File: config.mk
export PLATFORM = sky130hd
export DESIGN_NAME = rate_meter
export DESIGN_NICKNAME = d
export VERILOG_FILES = /design/src/rtl/rate_meter.sv
export SDC_FILE = /design/constraint.sdc
export NUM_CORES = 1
export LEC_CHECK = 0
export CAP_MARGIN = 25
export CORE_UTILIZATION = 47
export DETAILED_ROUTE_END_ITERATION = 8
export PLACE_DENSITY = 0.68
export SYNTH_ARGS = -nofsm -noshare
export SYNTH_HDL_FRONTEND = slang
export SYNTH_SLANG_ARGS = --single-unit
File: constraint.sdc
create_clock -name clk -period 11.5 [get_ports clk]
set_clock_uncertainty 0.1 [all_clocks]
set_input_delay 1.725 -clock clk [delete_from_list [all_inputs] [get_ports clk]]
set_output_delay 1.725 -clock clk [all_outputs]
set_load 0.005 [all_outputs]
File: src/rtl/rate_meter.sv
// rate_meter: per-channel event rate meter.
// Counts synchronized edges on each event input over a fixed gate window,
// publishes the count at the end of every window, and tracks the peak
// count and window saturation for each channel.

module rate_meter #(
    parameter int NUM_CH      = 4,
    parameter int CNT_W       = 20,
    parameter int GATE_CYCLES = 50_000_000,
    parameter int EDGE_MODE   = 0           // 0 = rising, 1 = falling, 2 = both
) (
    input  logic                    clk,
    input  logic                    rst,
    input  logic                    clr,
    input  logic                    en,
    input  logic [NUM_CH-1:0]       ev_in,
    output logic [NUM_CH*CNT_W-1:0] rate_o,
    output logic [NUM_CH*CNT_W-1:0] peak_o,
    output logic [NUM_CH-1:0]       ovf_o,
    output logic                    valid_o
);

    localparam int                GATE_W    = $clog2(GATE_CYCLES);
    localparam logic [GATE_W-1:0] GATE_LAST = GATE_W'(GATE_CYCLES - 1);
    localparam logic [CNT_W-1:0]  CNT_MAX   = '1;

    localparam int EDGE_RISE = 0;
    localparam int EDGE_FALL = 1;

    // ------------------------------------------------------------------
    // Input synchronization and edge detection
    // ------------------------------------------------------------------
    logic [NUM_CH-1:0] sync1;
    logic [NUM_CH-1:0] sync2;
    logic [NUM_CH-1:0] hist;
    logic [NUM_CH-1:0] edge_dec;
    logic [NUM_CH-1:0] edge_q;

    // Decode the selected edge type from the synchronized level and its history.
    // NOTE: every output of a combinational block gets a default assignment up
    // front so no path leaves it unassigned and a latch cannot be inferred.
    always_comb begin
        edge_dec = sync2 & ~hist;
        if (EDGE_MODE == EDGE_FALL) begin
            edge_dec = ~sync2 & hist;
        end else if (EDGE_MODE != EDGE_RISE) begin
            edge_dec = sync2 ^ hist;
        end
    end

    // Two-flop synchronizer, history flop and registered edge pulse; clr does
    // not touch this path so no input edge is lost across a restart.
    // NOTE: sequential state uses non-blocking assignments so every flop
    // samples the pre-edge value of its source, as real registers do.
    always_ff @(posedge clk or posedge rst) begin
        if (rst) begin
            sync1  <= '0;
            sync2  <= '0;
            hist   <= '0;
            edge_q <= '0;
        end else begin
            sync1  <= ev_in;
            sync2  <= sync1;
            hist   <= sync2;
            edge_q <= edge_dec;
        end
    end

    // ------------------------------------------------------------------
    // Gate window timer
    // ------------------------------------------------------------------
    logic [GATE_W-1:0] gate_cnt;
    logic              terminal;

    // The last enabled cycle of a window closes it; clr overrides it.
    assign terminal = en && !clr && (gate_cnt == GATE_LAST);

    // Gate counter: advances only while enabled, wraps at the window end.
    always_ff @(posedge clk or posedge rst) begin
        if (rst) begin
            gate_cnt <= '0;
        end else if (clr) begin
            gate_cnt <= '0;
        end else if (en) begin
            gate_cnt <= terminal ? '0 : gate_cnt + GATE_W'(1);
        end
    end

    // Window-complete strobe, aligned with the output register update.
    always_ff @(posedge clk or posedge rst) begin
        if (rst) begin
            valid_o <= 1'b0;
        end else begin
            valid_o <= terminal;
        end
    end

    // ------------------------------------------------------------------
    // Per-channel accumulator, result, peak and overflow tracking
    // ------------------------------------------------------------------
    for (genvar i = 0; i < NUM_CH; i++) begin : g_ch
        logic [CNT_W-1:0] acc;
        logic [CNT_W-1:0] rate_q;
        logic [CNT_W-1:0] peak_q;
        logic [CNT_W-1:0] rate_nxt;
        logic             ovf_pend;
        logic             ovf_q;
        logic             sat_now;

        // An edge arriving while the accumulator is already full saturates.
        assign sat_now  = edge_q[i] && (acc == CNT_MAX);
        // Closing value folds in the terminal-cycle edge so none is dropped.
        assign rate_nxt = sat_now ? CNT_MAX : acc + CNT_W'(edge_q[i]);

        // Accumulate edges during the window and publish at its end.
        // NOTE: every state register, including the per-channel result and
        // peak registers, is cleared by reset so outputs are known at once.
        always_ff @(posedge clk or posedge rst) begin
            if (rst) begin
                acc      <= '0;
                ovf_pend <= 1'b0;
                rate_q   <= '0;
                peak_q   <= '0;
                ovf_q    <= 1'b0;
            end else if (clr) begin
                acc      <= '0;
                ovf_pend <= 1'b0;
                peak_q   <= '0;
            end else if (terminal) begin
                acc      <= '0;
                ovf_pend <= 1'b0;
                rate_q   <= rate_nxt;
                ovf_q    <= ovf_pend | sat_now;
                if (rate_nxt > peak_q) begin
                    peak_q <= rate_nxt;
                end
            end else if (en && edge_q[i]) begin
                if (sat_now) begin
                    ovf_pend <= 1'b1;
                end else begin
                    acc <= acc + CNT_W'(1);
                end
            end
        end

        assign rate_o[i*CNT_W +: CNT_W] = rate_q;
        assign peak_o[i*CNT_W +: CNT_W] = peak_q;
        assign ovf_o[i]                 = ovf_q;
    end

endmodule
==> results.toml <==
[run_status]
run_status = "finished, final reports clean"

[place]
numPortBuffers = 172
place.detailed.hpwl_mm = 25.93
placed_cells_incl_taps = 2360
gpl.final_weighted_congestion = 0.8478

[timing]
max_freq_ghz = 0.2177
final_hold_viol_count = 0
slew_violations = 0
final.period_utilization = 0.3995
grt_setup_unrepaired = "false"
period_minus_slack_ns = 4.594
timing_worst_slew_pin_value_ns = 0.9567
timing.final.setup_violations = 0
relSlewSlack = 0.3598
tns_ns = 0

[die]
design.portCount = 173
starting_utilization_of_the_core_area = 0.4770
placeableCoreArea_mm2 = 0.03446
fp-row-count = 68
chipHeight_um = 189
die_width_um = 189
die_area_mm2 = 0.03572

[clock_network]
post_cts_resize_count = 0
post-cts-setup-buffer-count = 0
tritoncts.num_buffers = 31
cts.clk_slew.worst_paths_ns = 0.06
tritoncts_num_sinks = 291
quantity_of_hold_fixing_buffers_added_after_cts = 0
clk_path_buf_depth = 3
insertion_delay_ns = 0.56
clk_root_buffer_cell = "sky130_fd_sc_hd__clkbuf_16"
htreeDepth = 1
cts_tree = "yes"

[layout]
stdcell_count = 2421
post_route_cells_drive_above_1_share = 0.04730
diodes = 0
design.final.nets = 2043
syn_to_final_growth_pct = 18.86

[synthesis]
number_of_synthesized_flops_with_an_enable_pin = 0
yosys_register_bits = 291
dominant_cell_type_by_area_after_synthesis = "sky130_fd_sc_hd__dfrtp_1"
post_synth.cell_area_avg_um2 = 9.071
synth_most_common_cell = "sky130_fd_sc_hd__dfrtp_1"
synth.yosys.seq_area_share = 0.4431
postSynth.topFlopCell = "sky130_fd_sc_hd__dfrtp_1"
synth_commonest_cells = "291 x sky130_fd_sc_hd__dfrtp_1, 218 x sky130_fd_sc_hd__nor2_1, 180 x sky130_fd_sc_hd__nand2_1, 166 x sky130_fd_sc_hd__inv_1, 94 x sky130_fd_sc_hd__xor2_1"
syn_nets = 1913
yosysTopAreaCellShare = 0.4431
ys_top_cells_by_area = "sky130_fd_sc_hd__dfrtp_1 44%, sky130_fd_sc_hd__ha_1 7.1%, sky130_fd_sc_hd__xor2_1 5.0%"
instance_count_of_the_mapped_netlist = 1812
netlist-cell-type-count = 60
yosys_warnings = 0
syn-cell-area_mm2 = 0.01644
async_flop_share = 1.000

[critical_path]
timing.critical_path.slowest_stage_cell = "sky130_fd_sc_hd__and2_1"
rrSetupSlack_ns = 6.91
critical_path.startpoint_type = "register"
cp.required_ns = 11.81
timing.critical_path.slowest_cell_delay_ns = 0.73
worst-setup-path-type = "reg -> reg"
worst-path-max-fanout = 22
worst-endpoint-arrival_ns = 4.90
worstPathCellList = "nand4_1 -> nor4_1 -> and2_1 -> nor3_1 -> inv_1 -> ha_1 -> a21oi_1 -> o21ai_0 -> a22o_1 -> a2111oi_0 -> nor2_2 -> buf_4 -> mux2i_1"
timing.critical_path.to_type = "register"

[power]
power_density_mw_per_mm2 = 108.5
pwr-share-clk = 0.485
internal_pwr_total_mw = 1.655
static_leakage_nw = 9.136
p_switching_mw = 0.4639
vdd_ir_drop_max_uv = 106.6
pwr-share-comb = 0.028
seq_power_share = 0.487
sw_frac_of_total = 0.2189

[routing]
dr_wl_met2_mm = 17.52
drt_iter0_markers = 569
vias = 12620
drt_pre_antenna_iters = 5
vias_per_cell = 5.213
met1_length_mm = 17.19
routed-wl-met3_mm = 1.369
wl_per_cell_um = 15.25
routed_wl_mm = 36.93
post-route-drc-count = 0
final_antenna_net_count = 0
top_layer = "met4"

[job]
cap_violations = 0

[global_route]
number_of_antenna_violations_at_the_first_check_in_global_routing = 0
largest_net_degree_at_the_start_of_global_routing = 139
wire_length_of_the_first_global_routing_pass_mm = 61.89
vias_in_the_first_global_route = 12197
grt_resource_usage_total = 0.2092
grt_remaining_overflow = 0

[worst_hold_path]
class_of_the_worst_hold_path = "reg -> reg"
sequential cells by signal (all words and copies together), names as in the netlist:
name,count
sync1,4
gate_cnt,26
g_ch.ovf_pend,4
g_ch.peak_q,80
g_ch.ovf_q,4
sync2,4
hist,4
g_ch.acc,80
valid_o,1
edge_q,4
g_ch.rate_q,80
power groups by stage:
stage	sequential, mW	combinational (mW)	clock (mW)
after global placement	1.05	0.0559	0
after floorplan	1.05	0.0388	0
after CTS	1.03	0.0570	1.05
final	1.03	0.0584	1.03
after global routing	1.03	0.0667	1.10
after detailed placement	1.05	0.0569	0
path summary, 6_finish.rpt:
| check | start | cells after the start | to |
|---|---|---|---|
| max in group asynchronous | rst | 7 | g_ch[2].acc[12] |
| worst min-delay path | sync1[1] | 0 | sync2[1] |
| worst min register to register | sync1[1] | 0 | sync2[1] |
| worst max-delay path | g_ch[1].acc[11] | 13 | g_ch[1].peak_q[11] |
| worst max register to register | g_ch[1].acc[11] | 13 | g_ch[1].peak_q[11] |
| min in group asynchronous | rst | 2 | g_ch[0].peak_q[19] |
cell type report:
cell class | count | area [um2]
sequential | 291 | 7282
clock inverter | 18 | 211.5
fill | 3104 | 14920
clock buffer | 39 | 845.8
tap | 455 | 569.3
inverter | 166 | 630.6
multi-input combinational | 1266 | 8094
timing repair buffer | 186 | 1902
cells by family after synthesis:
group,after synthesis,share of synthesized area
adder cells (fa/ha/maj),93,0.07080
AO/OA/AOI/OAI,203,0.06943
AND/OR/NAND/NOR,735,0.2202
multiplexers,82,0.04994
XOR/XNOR,153,0.08153
buffers and inverters,255,0.06501
flip-flops,291,0.4431
through the flow:
step | setup WS, ns | area [um2] | utilization | total power, mW | hold slack, ns
3_3_place_gp | 6.391 | 18370 | 0.5330 | 1.106 | 0.2353
2_1_floorplan | 1.641 | 16440 | - | 1.089 | 0.2312
6_report | 6.906 | 19540 | 0.5669 | 2.119 | 0.2520
5_1_grt | 6.521 | 19540 | 0.5669 | 2.195 | 0.2579
4_1_cts | 6.905 | 19420 | 0.5637 | 2.142 | 0.2526
3_5_place_dp | 6.337 | 18370 | 0.5330 | 1.108 | 0.2394
layout by cell type (no fill, tap or decap), types with 82 or more instances in the layout:
cell type                         Yosys  final
sky130_fd_sc_hd__clkdlybuf4s50_1      0    171
sky130_fd_sc_hd__dfrtp_1            291    291
sky130_fd_sc_hd__ha_1                93     93
sky130_fd_sc_hd__inv_1              166    165
sky130_fd_sc_hd__mux2i_1             82     82
sky130_fd_sc_hd__nand2_1            180    180
sky130_fd_sc_hd__nand2b_1            84     84
sky130_fd_sc_hd__nor2_1             218    217
sky130_fd_sc_hd__o21ai_0             91     91
sky130_fd_sc_hd__xor2_1              94     94
routing by layer:
layer,vias up,global-route usage
met4,0,0.06079
met5,-,0
li1,6259,-
met2,202,0.3433
met3,52,0.02539
met1,6107,0.2904
worst max-delay path, delay by kind of cell (launching register included):
kind / cells / cell delay [ns]
buffers and inverters: 2 / 0.37
AOI/OAI and AO/OA: 4 / 1.00
adders and majority gates: 1 / 0.25
muxes: 1 / 0.16
and+or+nand+nor: 5 / 2.06
DFF: 1 / 0.48
Power figures use the tool's default switching activity.
